[config.mk]
export PLATFORM = sky130hd
export DESIGN_NAME = vga_fb_arbiter
export DESIGN_NICKNAME = d
export VERILOG_FILES = /design/src/rtl/vga_fb_pkg.sv /design/src/rtl/vga_fb_tag_pipe.sv /design/src/rtl/vga_fb_arbiter.sv
export SDC_FILE = /design/constraint.sdc
export NUM_CORES = 1
export LEC_CHECK = 0
export ABC_CLOCK_PERIOD_IN_PS = 1800
export BUFFER_PORTS_ARGS = -buffer_cell sky130_fd_sc_hd__clkbuf_2
export CAP_MARGIN = 10
export CORE_MARGIN = 4
export CORE_UTILIZATION = 44
export CTS_BUF_LIST = sky130_fd_sc_hd__clkbuf_8
export CTS_CLUSTER_DIAMETER = 60
export DETAILED_ROUTE_END_ITERATION = 16
export PLACE_DENSITY = 0.82
export SETUP_SLACK_MARGIN = 0.15
export SYNTH_ARGS = -nofsm -noshare
export SYNTH_HDL_FRONTEND = slang
export SYNTH_SLANG_ARGS = --single-unit
[constraint.sdc]
create_clock -name clk -period 1.8 [get_ports clk]
set_input_delay 0.27 -clock clk [delete_from_list [all_inputs] [get_ports clk]]
set_output_delay 0.27 -clock clk [all_outputs]
set_load 0.01 [all_outputs]
[src/rtl/vga_fb_pkg.sv]
// Shared definitions for the framebuffer arbiter and the colour pipeline.
//   - Framebuffer geometry and bus widths.
//   - Owner tag attached to every framebuffer access.
//   - RGB332 field positions and extraction helpers.
package vga_fb_pkg;

  localparam int ADDR_W   = 19;
  localparam int DATA_W   = 8;
  localparam int FB_DEPTH = 640 * 480;

  // Who is waiting for the data of an access issued to the RAM.
  // CPU writes and empty slots both carry TAG_NONE.
  typedef enum logic [1:0] {
    TAG_NONE   = 2'd0,
    TAG_VGA    = 2'd1,
    TAG_CPU_RD = 2'd2
  } owner_tag_t;

  // RGB332 layout: RRR GGG BB
  localparam int RGB_R_MSB = 7;
  localparam int RGB_R_LSB = 5;
  localparam int RGB_G_MSB = 4;
  localparam int RGB_G_LSB = 2;
  localparam int RGB_B_MSB = 1;
  localparam int RGB_B_LSB = 0;

  function automatic logic [2:0] rgb332_red(input logic [DATA_W-1:0] pix);
    return pix[RGB_R_MSB:RGB_R_LSB];
  endfunction

  function automatic logic [2:0] rgb332_green(input logic [DATA_W-1:0] pix);
    return pix[RGB_G_MSB:RGB_G_LSB];
  endfunction

  function automatic logic [1:0] rgb332_blue(input logic [DATA_W-1:0] pix);
    return pix[RGB_B_MSB:RGB_B_LSB];
  endfunction

endpackage

[src/rtl/vga_fb_tag_pipe.sv]
// Two-stage owner-tag / range-error shift register.
// Stage 1 lines up with the RAM issue cycle, stage 2 with the RAM read data.
// Ports:
//   clk, rst_n   clock and asynchronous active-low reset
//   tag_in       owner of the access granted this cycle
//   err_in       access granted this cycle was out of range
//   err_issue    range error, issue stage
//   tag_ret      owner, return stage
//   err_ret      range error, return stage
module vga_fb_tag_pipe
  import vga_fb_pkg::*;
(
  input  logic       clk,
  input  logic       rst_n,
  input  owner_tag_t tag_in,
  input  logic       err_in,
  output logic       err_issue,
  output owner_tag_t tag_ret,
  output logic       err_ret
);

  owner_tag_t tag_issue;

  // Reset empties both slots so nothing in flight can produce an rvalid.
  always_ff @(posedge clk or negedge rst_n) begin
    if (!rst_n) begin
      tag_issue <= TAG_NONE;
      err_issue <= 1'b0;
      tag_ret   <= TAG_NONE;
      err_ret   <= 1'b0;
    end else begin
      tag_issue <= tag_in;
      err_issue <= err_in;
      tag_ret   <= tag_issue;
      err_ret   <= err_issue;
    end
  end

endmodule

[src/rtl/vga_fb_arbiter.sv]
// Shares one single-port framebuffer RAM between the VGA pixel fetch and the
// CPU load/store bus. VGA has absolute priority; both paths see a fixed
// two-cycle read latency and back-to-back accesses pipeline at one per cycle.
// Ports:
//   clk, rst_n                    clock, asynchronous active-low reset
//   pix_req, pix_addr             VGA fetch request (single-cycle pulse)
//   pix_rvalid, pix_rdata         VGA read return
//   cpu_valid, cpu_ready          CPU request handshake
//   cpu_we, cpu_addr, cpu_wdata   CPU request payload
//   cpu_rvalid, cpu_rdata         CPU read return
//   cpu_err                       pulse when an out-of-range CPU access is accepted
//   mem_en, mem_we, mem_addr,
//   mem_wdata, mem_rdata          framebuffer RAM port (read data one cycle after mem_en)
//   stall_cnt, stall_clr          saturating CPU stall counter and its synchronous clear
module vga_fb_arbiter
  import vga_fb_pkg::*;
#(
  parameter int ADDR_W   = vga_fb_pkg::ADDR_W,
  parameter int FB_DEPTH = vga_fb_pkg::FB_DEPTH,
  parameter int DATA_W   = vga_fb_pkg::DATA_W,
  parameter int STALL_W  = 16
) (
  input  logic               clk,
  input  logic               rst_n,
  input  logic               pix_req,
  input  logic [ADDR_W-1:0]  pix_addr,
  output logic               pix_rvalid,
  output logic [DATA_W-1:0]  pix_rdata,
  input  logic               cpu_valid,
  output logic               cpu_ready,
  input  logic               cpu_we,
  input  logic [ADDR_W-1:0]  cpu_addr,
  input  logic [DATA_W-1:0]  cpu_wdata,
  output logic               cpu_rvalid,
  output logic [DATA_W-1:0]  cpu_rdata,
  output logic               cpu_err,
  output logic               mem_en,
  output logic               mem_we,
  output logic [ADDR_W-1:0]  mem_addr,
  output logic [DATA_W-1:0]  mem_wdata,
  input  logic [DATA_W-1:0]  mem_rdata,
  output logic [STALL_W-1:0] stall_cnt,
  input  logic               stall_clr
);

  localparam logic [ADDR_W-1:0] FB_LIMIT = ADDR_W'(FB_DEPTH);

  logic              cpu_oor;
  logic              issue_en;
  logic              issue_we;
  logic [ADDR_W-1:0] issue_addr;
  logic [DATA_W-1:0] issue_wdata;
  owner_tag_t        issue_tag;
  logic              issue_err;

  owner_tag_t        ret_tag;
  logic              ret_err;
  logic [DATA_W-1:0] pix_rdata_q;
  logic [DATA_W-1:0] cpu_rdata_q;

  // Arbitration: VGA always wins. An out-of-range CPU access is still
  // accepted so the bus never hangs, but it never reaches the RAM; the VGA
  // address is trusted and never range-checked.
  always_comb begin
    cpu_ready   = cpu_valid & ~pix_req;
    cpu_oor     = (cpu_addr >= FB_LIMIT);
    issue_en    = 1'b0;
    issue_we    = 1'b0;
    issue_addr  = '0;
    issue_wdata = '0;
    issue_tag   = TAG_NONE;
    issue_err   = 1'b0;
    if (pix_req) begin
      issue_en   = 1'b1;
      issue_addr = pix_addr;
      issue_tag  = TAG_VGA;
    end else if (cpu_valid) begin
      issue_err = cpu_oor;
      issue_tag = cpu_we ? TAG_NONE : TAG_CPU_RD;
      if (!cpu_oor) begin
        issue_en    = 1'b1;
        issue_we    = cpu_we;
        issue_addr  = cpu_addr;
        issue_wdata = cpu_we ? cpu_wdata : '0;
      end
    end
  end

  // Issue stage: the RAM port is registered from the winner.
  always_ff @(posedge clk or negedge rst_n) begin
    if (!rst_n) begin
      mem_en    <= 1'b0;
      mem_we    <= 1'b0;
      mem_addr  <= '0;
      mem_wdata <= '0;
    end else begin
      mem_en    <= issue_en;
      mem_we    <= issue_we;
      mem_addr  <= issue_addr;
      mem_wdata <= issue_wdata;
    end
  end

  vga_fb_tag_pipe u_tag_pipe (
    .clk       (clk),
    .rst_n     (rst_n),
    .tag_in    (issue_tag),
    .err_in    (issue_err),
    .err_issue (cpu_err),
    .tag_ret   (ret_tag),
    .err_ret   (ret_err)
  );

  // Return stage: RAM data goes straight through to its owner in the cycle
  // it arrives; otherwise each rdata output replays its last returned value.
  // An out-of-range read never touched the RAM, so it returns zero.
  always_comb begin
    pix_rvalid = (ret_tag == TAG_VGA);
    cpu_rvalid = (ret_tag == TAG_CPU_RD);
    pix_rdata  = pix_rvalid ? mem_rdata : pix_rdata_q;
    cpu_rdata  = cpu_rdata_q;
    if (cpu_rvalid) begin
      cpu_rdata = ret_err ? '0 : mem_rdata;
    end
  end

  always_ff @(posedge clk or negedge rst_n) begin
    if (!rst_n) begin
      pix_rdata_q <= '0;
      cpu_rdata_q <= '0;
    end else begin
      if (pix_rvalid) begin
        pix_rdata_q <= pix_rdata;
      end
      if (cpu_rvalid) begin
        cpu_rdata_q <= cpu_rdata;
      end
    end
  end

  // Stall counter: clear beats increment, and it sticks at all-ones.
  always_ff @(posedge clk or negedge rst_n) begin
    if (!rst_n) begin
      stall_cnt <= '0;
    end else if (stall_clr) begin
      stall_cnt <= '0;
    end else if (cpu_valid && !cpu_ready && (stall_cnt != '1)) begin
      stall_cnt <= stall_cnt + 1'b1;
    end
  end

endmodule
* Word-level counts from Yosys, hierarchy flattened
Cells that the tools add are included.
W data, S select, Z words.
** Cells by class
- Equal/unequal tests :: 3
- Mux-type cells :: 23
- Reduce and logical (&&, ||, !) cells :: 4
- Magnitude comparators :: 1
- $add $sub $neg :: 1
- Bitwise logic cells :: 2
** Operators by type and width (count)
- $mux W19 :: 3
- $mux W8 :: 7
- $mux W16 :: 2
- $ge A19 B19 Y1 const B :: 1
- $add A16 B1 Y16 const B :: 1
- $ne A16 B16 Y1 const B :: 1
- $mux W1 :: 8
- $mux W2 :: 3
- $eq A2 B1 Y1 const B :: 1
- $eq A2 B2 Y1 const B :: 1
- $logic_and A1 B1 Y1 :: 2
- $reduce_bool A2 Y1 :: 1
- $and A1 B1 Y1 :: 1
- $logic_not A1 Y1 :: 1
- $not A1 Y1 :: 1
** Storage, ports and cells
- Word-level logic and storage cells :: 45
- Output and inout port bits :: 65
- Input bits :: 60
- Register bits :: 67

* Longest topological paths before layout
Gate-level depths: netlist of the first run.
- Depth in word-level cells :: 7
- Depth in mapped cells :: 6
- Gate-level depth less buffers :: 5

* Cells and area by module
A second synthesis of the first run with hierarchy kept.
** Second synthesis, totals
- Cells, all modules :: 253
- Area total of the unflattened synthesis :: 2931.6 µm²
** Modules (own cells, without submodules)
- vga_fb_arbiter :: sequential area each 1526.5 µm², cells each 247, area an instance 2781.4 µm², times used 1
- vga_fb_tag_pipe :: sequential area each 150.1 µm², cells each 6, area an instance 150.1 µm², times used 1

* Worst setup path after synthesis of the first run
Ideal clock, no wire load.
- Path type :: flip-flop to flip-flop
- Start point :: reg stall_cnt[0]
- End point :: reg stall_cnt[8]
- Buffers on the path :: 1
- Arrival :: 1809 ps
- Data required time :: 1722 ps
- Clock period less this slack :: 1887 ps
- Cell stages (with the launch flop) :: 7
- Slack :: -87 ps
- Setup time :: 78 ps
- Cell sequence :: dfrtp_1 > ha_1 > nand4_4 > or2_0 > buf_2 > or4_1 > a21oi_1
** Between the ends
- Longest elaborated chain between the ends :: 3
- Elaborated cells between the ends (all ways) :: 6
- Classes of those cells :: add/sub (1); eq/ne (1); mux (2); reduce/logical (2)
** RTL lines
- from (decl) :: RTL line vga_fb_arbiter.sv:42 : output logic [STALL_W-1:0] stall_cnt,
- from (signal assigned) :: RTL line vga_fb_arbiter.sv:148 : stall_cnt <= stall_cnt + 1'b1;
- $add A16 B1 Y16 / $ne A16 B16 Y1 (equally long branches) :: RTL line vga_fb_arbiter.sv:148, vga_fb_arbiter.sv:147
- $mux W16 / $logic_and A1 B1 Y1 (equally long branches) :: RTL line vga_fb_arbiter.sv:147 : end else if (cpu_valid && !cpu_ready && (stall_cnt != '1)) begin
- $mux W16 / $reduce_bool A2 Y1 (equally long branches)
Parallel ways exist; a longest one is shown, timed or not. The select of a mux whose other input is x is not followed.
A chain may end at the register's enable or synchronous reset.

* Worst setup path after layout of the first run
- Start point :: reg u_tag_pipe.tag_ret[1]
- End point :: out pix_rdata[4]
** Between the ends
- Longest elaborated chain between the ends :: 2
** RTL lines
- from (decl) :: RTL line vga_fb_tag_pipe.sv:18 : output owner_tag_t tag_ret,
- from (signal assigned) :: RTL line vga_fb_tag_pipe.sv:34 : tag_ret <= tag_issue;
- $eq A2 B1 Y1 :: RTL line vga_fb_arbiter.sv:118 : pix_rvalid = (ret_tag == TAG_VGA);
- $mux W8 :: RTL line vga_fb_arbiter.sv:120 : pix_rdata = pix_rvalid ? mem_rdata : pix_rdata_q;
- to (decl) :: RTL line vga_fb_arbiter.sv:28 : output logic [DATA_W-1:0] pix_rdata,
No other way between the ends.

==> reports/results.ini, run 1 <==
[yosys]
async_flop_share=1.00
synthFlopType=dfrtp_1
synthCells=257
synth.distinct_cells=40
synth_nets=318
synth_seq_cells=67
ys_warn_count=0
avgSynthCellArea_um2=11.4
syn_area_um2=2930
ys_seq_area_frac=0.572
synth_edf_count=0

[job]
drv_cap=0

[clock_network]
h-tree-depth=3
clk_pin_slew_worst_paths_ns=0.08
cts_tree=yes
cts_buffers=9
cts_buffer_depth=2
clock_sinks=67
clock_latency_ns=0.33
cts_root_buf=clkbuf_8

[setup_path]
crit_type=reg -> out
arrival_ns=1.47
worst_ep_required_time_ns=1.53
worstPathMaxFanout=8
start_kind=register
crit_path_end_kind=output port

[drt]
drtIter0Drc=67
wl_per_cell_um=15.5
via_per_inst=5.36
dr.pass1.iters=4
vias=2566
postRouteAntennaNets=0
drc=0
wirelength_mm=7.41

[timing]
slew_viol_final=0
setup_tns_ns=0
setup_viol=0
post-route-min-period_ns=1.74
rsz0062_at_grt=true
fin_crit_sh=0.967
hold_viol_final=0
max_slew_margin=0.717
max_freq_mhz=575
tightestPinTransition_ns=0.425
layout_setup_ws_ns=0.0600
finClkSkew_ns=0.00908

[cells_and_area]
finalNonFillerCells=479
fin_nets=458
most-common-layout-cells=clkbuf_2, dfrtp_1, nand2_1
synthToLayoutAreaGrowth_pct=41.8
design_area_um2=4160
antennaDiodeCount=0
drive_gt1_frac=0.498
layout_commonest_cell=clkbuf_2

[power_and_ir_drop]
p_comb_frac=0.150
internal_power_mw=2.80
p_switching_mw=0.903
p_clk_frac=0.406
power_density_nw_per_um2=891
vdd_drop_max_mv=0.679
finalPower_mw=3.70
seqPwrFrac=0.444
p_sw_frac=0.244
p_leak_nw=2.13

[global_route]
grt_max_degree=68
overflow=0
grt_pass1_wl_mm=11.4
first_global_vias=2501
grt_usage=0.188
antenna_found_initial=0

[placement]
dp_cells=455
numPortBuffers=124
place.gp.congestion=0.872
pre_cts_slack_ns=0.0692
post_dp_cell_area_um2=3700
hpwl_mm=5.25

[outcome]
status=finished clean

[hold_path]
hold_path.class=in -> reg

[die]
start_util=0.457
fp.coreArea_um2=6420
ios=125
die_x_um=89.6
dieHeight_um=89.6
row_count=29
die-area_um2=8040

-- Yosys cell counts, types with 2 or more instances --
cell	n	share of area
o21ai_0	23	0.039
a31oi_1	3	0.0064
o31ai_1	4	0.010
inv_1	5	0.0064
and3_1	10	0.021
nand2_1	20	0.026
buf_2	4	0.0068
a22o_1	17	0.051
clkbuf_1	9	0.012
nand4_1	6	0.013
a21o_1	2	0.0051
nor4_1	3	0.0064
nand3_1	2	0.0034
and2_1	2	0.0043
nor2b_1	3	0.0064
dfrtp_1	67	0.57
or3_1	3	0.0064
nor2_1	9	0.012
or4_1	3	0.0077
nand2b_1	13	0.028
mux2_2	19	0.073
nor3_1	5	0.0085
a21oi_1	8	0.014
-- cells by family (layout without fill, tap and decap cells) --
| kind of cell | Yosys count | in the layout | synth area share |
|---|---|---|---|
| mux | 20 | 20 | 0.0764 |
| compound gates | 62 | 62 | 0.140 |
| simple gates | 88 | 88 | 0.181 |
| flops | 67 | 67 | 0.572 |
| fa+ha+maj | 1 | 1 | 0.00427 |
| buf+inv | 19 | 164 | 0.0264 |
-- flip-flops by register name (all words and copies together), names as in the netlist --
| name | flops |
|---|---|
| cpu_rdata_q | 8 |
| mem_addr | 19 |
| mem_en | 1 |
| mem_wdata | 8 |
| mem_we | 1 |
| pix_rdata_q | 8 |
| stall_cnt | 16 |
| u_tag_pipe.err_issue | 1 |
| u_tag_pipe.err_ret | 1 |
| u_tag_pipe.tag_issue | 2 |
| u_tag_pipe.tag_ret | 2 |
-- metal layers --
| metal | global-route usage | part of all wire | vias up |
|---|---|---|---|
| met3 | 0.0739 | 0.095 | 14 |
| met5 | 0 | 0 | - |
| met1 | 0.221 | 0.40 | 1232 |
| met4 | 0.0812 | 0.018 | 0 |
| met2 | 0.306 | 0.49 | 103 |
| li1 | - | - | 1217 |
-- metrics by stage --
step | hold WS, ns | utilization
4_1_cts | 0.129 | 0.627
6_report | 0.149 | 0.648
3_5_place_dp | 0.319 | 0.576
3_3_place_gp | 0.311 | 0.576
5_1_grt | 0.144 | 0.648
2_1_floorplan | -0.0256 | -
-- final timing paths --
kind / from / end / slack (ns) / depth (start not counted)
worst max-delay path: u_tag_pipe.tag_ret[1] / pix_rdata[4] / 0.06 / 4
worst min-delay path: cpu_addr[11] / mem_addr[11] / 0.15 / 2
worst max register to register: stall_cnt[5] / stall_cnt[9] / 0.14 / 5
worst min register to register: u_tag_pipe.tag_issue[1] / u_tag_pipe.tag_ret[1] / 0.35 / 0
max in group asynchronous: rst_n / stall_cnt[12] / 0.97 / 3
min in group asynchronous: rst_n / mem_addr[10] / 0.49 / 3
-- timing repair --
item,CTS,global route
hold buffers,1,0
cloned,1,0
pin swaps,0,4
buffers inserted,4,3
gates resized for setup,13,40
endpoints found under the hold margin,67,0
setup endpoints to repair,21,29
-- worst max-delay path, stage by stage (launching register included) --
cell and delay [ns]:
dfrtp_1 0.41, nand2b_4 0.16, buf_8 0.15, mux2_4 0.31, buf_6 0.12
-- power groups by stage --
stage / Clock [mW] / Sequential, mW / Combinational (mW)
floorplan: 0 / 1.69 / 0.218
global placement: 0 / 1.66 / 0.481
detailed placement: 0 / 1.67 / 0.498
CTS: 1.54 / 1.64 / 0.518
global route: 1.61 / 1.65 / 0.621
finish: 1.50 / 1.64 / 0.557
-- layout make-up --
| class | count | area, um^2 |
|---|---|---|
| clock buffers | 9 | 124 |
| flip-flops and latches | 67 | 1690 |
| well taps | 77 | 96.3 |
| inverters | 5 | 18.8 |
| repair buffers | 143 | 843 |
| fillers | 513 | 2260 |
| clock inverters | 7 | 118 |
| multi-input cells | 171 | 1270 |
(Power assumes the default switching activity.)
==> run 2: changes to the inputs <==
--- a/config.mk
+++ b/config.mk
@@ -5,16 +5,16 @@
 export SDC_FILE = /design/constraint.sdc
 export NUM_CORES = 1
 export LEC_CHECK = 0
-export ABC_CLOCK_PERIOD_IN_PS = 1800
+export ABC_CLOCK_PERIOD_IN_PS = 2000
 export BUFFER_PORTS_ARGS = -buffer_cell sky130_fd_sc_hd__clkbuf_2
 export CAP_MARGIN = 10
 export CORE_MARGIN = 4
-export CORE_UTILIZATION = 44
+export CORE_UTILIZATION = 49
 export CTS_BUF_LIST = sky130_fd_sc_hd__clkbuf_8
 export CTS_CLUSTER_DIAMETER = 60
 export DETAILED_ROUTE_END_ITERATION = 16
-export PLACE_DENSITY = 0.82
-export SETUP_SLACK_MARGIN = 0.15
+export PLACE_DENSITY = 0.86
+export SETUP_SLACK_MARGIN = 0.4
 export SYNTH_ARGS = -nofsm -noshare
 export SYNTH_HDL_FRONTEND = slang
 export SYNTH_SLANG_ARGS = --single-unit
==> constraint.sdc (replaced) <==
create_clock -name clk -period 2 [get_ports clk]
set_input_delay 0.3 -clock clk [delete_from_list [all_inputs] [get_ports clk]]
set_output_delay 0.3 -clock clk [all_outputs]
set_load 0.01 [all_outputs]
==> run 2 against run 1 <==
Largest power group unchanged. Sequential cell count stayed put. Total power is 17% lower. Sequential share of layout area is 2.1 points lower. Critical path type unchanged. Wire length is 23% higher.
==> reports/results.ini, run 2 (synthesis results as in run 1) <==
[outcome]
status=finished clean  ; unchanged

[global_route]
overflow=0  ; unchanged
use_met1=0.262  ; was 0.221
first_global_vias=2749  ; was 2501
grt_max_degree=35  ; was 68
top_usage_layer=met2  ; unchanged
antenna_found_initial=0  ; unchanged
met2_usage=0.376  ; was 0.306
grt_pass1_wl_mm=12.9  ; was 11.4 mm
use_met3=0.0883  ; was 0.0739
grt_usage=0.227  ; was 0.188

[setup_path]
crit_path_end_kind=output port  ; unchanged
arrival_ns=1.49  ; was 1.47 ns
worst_ep_required_time_ns=1.70  ; was 1.53 ns
startpoint=u_tag_pipe.tag_ret[0]  ; was u_tag_pipe.tag_ret[1]
worstPathMaxFanout=6  ; was 8
start_kind=register  ; unchanged
rr_startpoint=stall_cnt[1]  ; was stall_cnt[5]
crit_type=reg -> out  ; unchanged

[power_and_ir_drop]
power_density_nw_per_um2=696  ; was 891 nW/um^2
p_leak_nw=2.22  ; was 2.13 nW
vdd_drop_max_mv=0.467  ; was 0.679 mV

[hold_path]
hold_path.class=in -> reg  ; unchanged
min_from=cpu_addr[0]  ; was cpu_addr[11]

[clock_network]
clock_latency_ns=0.34  ; was 0.33 ns
h-tree-depth=3  ; unchanged
clock_sinks=67  ; unchanged
cts_buffer_depth=2  ; unchanged
cts_root_buf=clkbuf_8  ; unchanged
clk_pin_slew_worst_paths_ns=0.08  ; about the same
cts_buffers=9  ; unchanged
cts_tree=yes  ; unchanged

[timing]
setup_tns_ns=0  ; unchanged
finClkSkew_ns=0.00807  ; was 0.00908 ns
layout_setup_ws_ns=0.211  ; was 0.0600 ns
hold_viol_final=0  ; unchanged
tightestPinTransition_ns=0.517  ; was 0.425 ns
max_slew_margin=0.656  ; was 0.717
max_freq_mhz=559
post-route-min-period_ns=1.79
rsz0062_at_grt=true  ; unchanged
setup_viol=0  ; unchanged
slew_viol_final=0  ; unchanged
fin_crit_sh=0.894

[cells_and_area]
largest_reg_flops=19  ; unchanged
drive_gt1_frac=0.579  ; was 0.498
largestRegisters=mem_addr: 19 flops, stall_cnt: 16 flops  ; unchanged
num-fill-cells=342  ; was 513
antennaDiodeCount=0  ; unchanged
top_register=mem_addr  ; unchanged
synthToLayoutAreaGrowth_pct=50.4  ; was 41.8%
fin_nets=476  ; was 458
layout_commonest_cell=clkbuf_2  ; unchanged
most-common-layout-cells=clkbuf_2, dfrtp_1, buf_4  ; was clkbuf_2, dfrtp_1, nand2_1
fin_util=0.782  ; was 0.648

[drt]
wirelength_mm=9.13  ; was 7.41 mm
drtIter0Drc=264  ; was 67
vias=2811  ; was 2566
postRouteAntennaNets=0  ; unchanged
wl_per_cell_um=18.6  ; was 15.5 um
drc=0  ; unchanged
dr.pass1.iters=5  ; was 4
via_per_inst=5.71  ; was 5.36

[die]
fp.coreArea_um2=5640  ; was 6420 um^2
row_count=27  ; was 29
dieHeight_um=85.4  ; was 89.6 um
ios=125  ; unchanged
die-area_um2=7290  ; was 8040 um^2
start_util=0.520  ; was 0.457
die_x_um=85.4  ; was 89.6 um

[placement]
hpwl_mm=5.40  ; was 5.25 mm
pre_cts_slack_ns=0.181  ; was 0.0692 ns
numPortBuffers=124  ; unchanged
place.gp.congestion=0.899  ; was 0.872

[job]
drv_cap=0  ; unchanged

[run 2: cell types whose count changed in the layout (fill, tap and decap cells not counted), moves of 3 or more]
cell / delta
or3_4: +3
buf_6: +3
dfrtp_1: -7
clkbuf_2: -3
dfrtp_2: +7
nor3_1: -3
buf_2: +3
bufinv_16: -3
buf_4: +12
[run 2: area by class of cell]
cell class / count / area [um^2] / share of cell area
inverter: 5 / 18.8 / 0.00426
sequential: 67 / 1700 / 0.384
clock buffer: 10 / 138 / 0.0312
clock inverter: 6 / 50.0 / 0.0113
multi-input combinational: 173 / 1420 / 0.323
timing repair buffer: 159 / 995 / 0.226
tap: 72 / 90.1 / 0.0204
[run 2: through the flow]
step	cell area, um^2	std cells	hold slack (ns)	total power [mW]
after detailed placement	3660	446	0.287	1.94
after floorplan	2950	257	0.00441	1.71
final	4410	492	0.174	3.07
after global placement	3660	446	0.276	1.93
after global routing	4410	492	0.160	3.22
after CTS	4090	480	0.160	3.02
[run 2: critical path, stage by stage, from the launching register on]
cell and delay (ns):
dfrtp_2 0.46, nand2b_4 0.11, buf_8 0.14, mux2_4 0.31
buf_6 0.13
[run 2: metal layers]
layer	vias to the layer above	wire length [um]	share of wire
li1	1256	-	-
met1	1338	3590	0.39
met2	182	4330	0.47
met3	35	910	0.10
met4	0	305	0.033
met5	-	0	0
[run 2: path summary, 6_finish.rpt]
check | end | slack, ns | cells past startpoint
max in group asynchronous | stall_cnt[3] | 0.91 | 3
setup / recovery | pix_rdata[4] | 0.21 | 4
setup reg to reg | stall_cnt[5] | 0.31 | 5
hold reg to reg | u_tag_pipe.tag_ret[0] | 0.34 | 0
hold / removal | mem_addr[0] | 0.17 | 2
min in group asynchronous | stall_cnt[15] | 0.47 | 2
[run 2: report_power, final]
| part | internal (mW) | leakage (nW) | switching (mW) |
|---|---|---|---|
| sequential | 1.45 | 0.843 | 0.0394 |
| clock | 0.494 | 0.0827 | 0.563 |
| combinational | 0.263 | 1.30 | 0.267 |
[run 2: what timing repair did]
action | in CTS | in global routing
gates cloned | 1 | 2
pin swaps | 15 | 17
setup buffers | 16 | 10
endpoints found under the setup margin | 30 | 33
hold buffers | 1 | 0
resized for setup | 23 | 70
endpoints found under the hold margin | 18 | 0
==> run 3: changes to the inputs <==
--- a/config.mk
+++ b/config.mk
@@ -5,6 +5,7 @@
 export SDC_FILE = /design/constraint.sdc
 export NUM_CORES = 1
 export LEC_CHECK = 0
+export ABC_AREA = 1
 export ABC_CLOCK_PERIOD_IN_PS = 2000
 export BUFFER_PORTS_ARGS = -buffer_cell sky130_fd_sc_hd__clkbuf_2
 export CAP_MARGIN = 10
==> run 3 against run 2 <==
Clock-buffer cell count unchanged. Total power up 13%. Critical endpoint is now cpu_rdata[4]. Worst setup slack improved by 0.13 ns. Area after synthesis up 0.30%. Register-to-register slack gained 0.06 ns. Hold slack got worse by 0.019 ns. Critical path depth unchanged. Fmax rose by 7.8%. Design area fell by 4.2%.
==> reports/results.ini, run 3 <==
[die]
start_util=0.518  ; was 0.520
ios=125  ; unchanged
fp.coreArea_um2=5680  ; was 5640 um^2
die_x_um=85.5  ; was 85.4 um
row_count=27  ; unchanged
die-area_um2=7310  ; was 7290 um^2
dieHeight_um=85.5  ; was 85.4 um

[yosys]
synthCells=363  ; was 257
async_flop_share=1.00  ; unchanged
yosysMostFrequentCell=nand2_1  ; was dfrtp_1
yosys.area.top_type_share=0.570  ; was 0.572
synth.distinct_cells=22  ; was 40
synth_nets=424  ; was 318
ys_top_cells_by_count=nand2_1, dfrtp_1, nor2_1  ; was dfrtp_1, o21ai_0, nand2_1
synth_edf_count=0  ; unchanged
synthFlopType=dfrtp_1  ; unchanged
synth_seq_cells=67  ; unchanged
ys_warn_count=0  ; unchanged
synth_top_area_cell=dfrtp_1  ; unchanged
ys_seq_area_frac=0.570  ; was 0.572
syn_area_um2=2940  ; was 2930 um^2
ys_top_cells_by_area=dfrtp_1, nand2_1, nor2_1  ; was dfrtp_1, mux2_2, a22o_1
avgSynthCellArea_um2=8.10  ; was 11.4 um^2

[hold_path]
min_path_cells=3  ; was 2
hold_path.class=in -> reg  ; unchanged
whs_endpoint=mem_wdata[3]  ; was mem_addr[0]
min_from=cpu_wdata[3]  ; was cpu_addr[0]

[placement]
pre_cts_slack_ns=0.111  ; was 0.181 ns
numPortBuffers=124  ; unchanged
place.gp.congestion=0.913  ; was 0.899
hpwl_mm=5.49  ; was 5.40 mm
post_dp_cell_area_um2=3670  ; was 3660 um^2

[drt]
wl_per_cell_um=13.3  ; was 18.6 um
via_per_inst=4.99  ; was 5.71
drtIter0Drc=208  ; was 264
drc=0  ; unchanged
postRouteAntennaNets=0  ; unchanged
vias=2939  ; was 2811
wirelength_mm=7.81  ; was 9.13 mm
dr.pass1.iters=4  ; was 5

[job]
drv_cap=0  ; unchanged

[cells_and_area]
largest_reg_flops=19  ; unchanged
multiInputGateArea_um2=1240  ; was 1420 um^2
drive_gt1_frac=0.389  ; was 0.579
antennaDiodeCount=0  ; unchanged
design_area_um2=4230  ; was 4410 um^2
seqCellArea_um2=1680  ; was 1700 um^2
layout_commonest_cell=nand2_1  ; was clkbuf_2
synthToLayoutAreaGrowth_pct=43.6  ; was 50.4%
num-fill-cells=413  ; was 342
top_register=mem_addr  ; unchanged
most-common-layout-cells=nand2_1, clkbuf_2, dfrtp_1  ; was clkbuf_2, dfrtp_1, buf_4
fin_nets=573  ; was 476
largestRegisters=mem_addr: 19 flops, stall_cnt: 16 flops  ; unchanged
fin_util=0.744  ; was 0.782

[setup_path]
worstPathMaxFanout=7  ; was 6
reg2reg_slack_ns=0.37  ; was 0.31 ns
start_kind=register  ; unchanged
rr_startpoint=stall_cnt[0]  ; was stall_cnt[1]
crit_path_end_kind=output port  ; unchanged
arrival_ns=1.36  ; was 1.49 ns
crit_type=reg -> out  ; unchanged
r2r_end=stall_cnt[15]  ; was stall_cnt[5]
worst-r2r-cell-count=9  ; was 5
worst_ep_required_time_ns=1.70  ; about the same

[power_and_ir_drop]
vdd_drop_max_mv=0.597  ; was 0.467 mV
seqPwrFrac=0.428  ; was 0.484
p_sw_frac=0.239  ; was 0.283
p_switching_mw=0.826  ; was 0.869 mW
p_clk_frac=0.433  ; was 0.344
power_density_nw_per_um2=819  ; was 696 nW/um^2
p_comb_frac=0.139  ; was 0.172
internal_power_mw=2.64  ; was 2.20 mW
p_leak_nw=2.40  ; was 2.22 nW

[global_route]
first_global_vias=2939  ; was 2749
grt_max_degree=41  ; was 35
grt_usage=0.211  ; was 0.227
overflow=0  ; unchanged
grt_pass1_wl_mm=12.5  ; was 12.9 mm
antenna_found_initial=0  ; unchanged

[clock_network]
clk_pin_slew_worst_paths_ns=0.07  ; was 0.08 ns
clock_sinks=67  ; unchanged
clock_latency_ns=0.33  ; was 0.34 ns
cts_tree=yes  ; unchanged
cts_buffer_depth=2  ; unchanged
cts_root_buf=clkbuf_8  ; unchanged
cts_buffers=9  ; unchanged
h-tree-depth=3  ; unchanged

[timing]
tightestPinTransition_ns=0.639  ; was 0.517 ns
fin_crit_sh=0.829  ; was 0.894
hold_viol_final=0  ; unchanged
post-route-min-period_ns=1.66  ; was 1.79 ns
finClkSkew_ns=0.00676  ; was 0.00807 ns
layout_setup_ws_ns=0.341  ; was 0.211 ns
setup_tns_ns=0  ; unchanged
slew_viol_final=0  ; unchanged
max_slew_margin=0.574  ; was 0.656
rsz0062_at_grt=true  ; unchanged
max_freq_mhz=603  ; was 559 MHz
setup_viol=0  ; unchanged

[outcome]
status=finished clean  ; unchanged

run 3: cell types whose count changed after synthesis, sizes merged, moves of 6 or more:
cell    before  now
nand4        7   13
clkbuf      10    3
a21oi        8    1
and3        10    0
mux2        19    0
o21ai       23   12
inv          5   27
a22o        17    0
nor2         9   38
nand2       20  166
nand2b      13    0
nand3        3   17
run 3: critical path, stage by stage (launching register included):
cell and delay [ns]:
dfrtp_2 0.50, buf_6 0.18, o21ai_2 0.15, nand2_1 0.08, clkbuf_2 0.13
run 3: area by class of cell:
class                           instances  share of cell area
Inverter                               29              0.0284
Multi-Input combinational cell        260               0.294
Tap cell                               72              0.0213
Clock inverter                          6              0.0323
Timing Repair Buffer                  143               0.189
Timing Repair inverter                  2             0.00385
Sequential cell                        67               0.399
Clock buffer                           10              0.0326
run 3: kinds of logic after synthesis:
family          share of synthesized area
compound gates                     0.0387
buf+inv                            0.0510
fa+ha+maj                         0.00425
xor+xnor                           0.0119
simple gates                        0.324
flops                               0.570
run 3: worst max path at each step:
| stage | start | to | slack, ns | cells past startpoint |
|---|---|---|---|---|
| 2_1_floorplan | u_tag_pipe.tag_ret[0] | cpu_rdata[0] | 0.49 | 4 |
| 3_3_place_gp | stall_cnt[0] | stall_cnt[11] | 0.18 | 8 |
| 3_5_place_dp | stall_cnt[0] | stall_cnt[14] | 0.11 | 8 |
| 4_1_cts | u_tag_pipe.tag_ret[1] | cpu_rdata[3] | 0.34 | 5 |
| 5_1_grt | u_tag_pipe.tag_ret[0] | pix_rdata[5] | 0.26 | 5 |
| 6_report | u_tag_pipe.tag_ret[0] | cpu_rdata[4] | 0.34 | 4 |
run 3: repair_timing:
item	in CTS	in global routing
setup buffers	3	9
hold endpoints to repair	4	0
pin swaps	1	8
resized for setup	23	44
hold buffers	1	0
setup endpoints to repair	30	30
gates cloned	2	1
run 3: power by group through the flow:
stage	combinational [mW]	clock, mW	sequential (mW)
6_report	0.480	1.50	1.48
4_1_cts	0.452	1.53	1.48
3_5_place_dp	0.429	0	1.50
3_3_place_gp	0.419	0	1.49
5_1_grt	0.537	1.60	1.49
2_1_floorplan	0.184	0	1.51
run 3: metal layers:
layer	GRT usage	wire (um)
met2	0.368	3840
met5	0	0
met4	0.0849	150
met3	0.0592	754
met1	0.245	3060
run 3: stage by stage:
| stage | hold WS [ns] | power [mW] | std cells |
|---|---|---|---|
| after global placement | 0.332 | 1.91 | 557 |
| final | 0.155 | 3.46 | 589 |
| after global routing | 0.148 | 3.62 | 589 |
| after detailed placement | 0.336 | 1.93 | 557 |
| after CTS | 0.139 | 3.46 | 579 |
| after floorplan | 0.00441 | 1.69 | 363 |
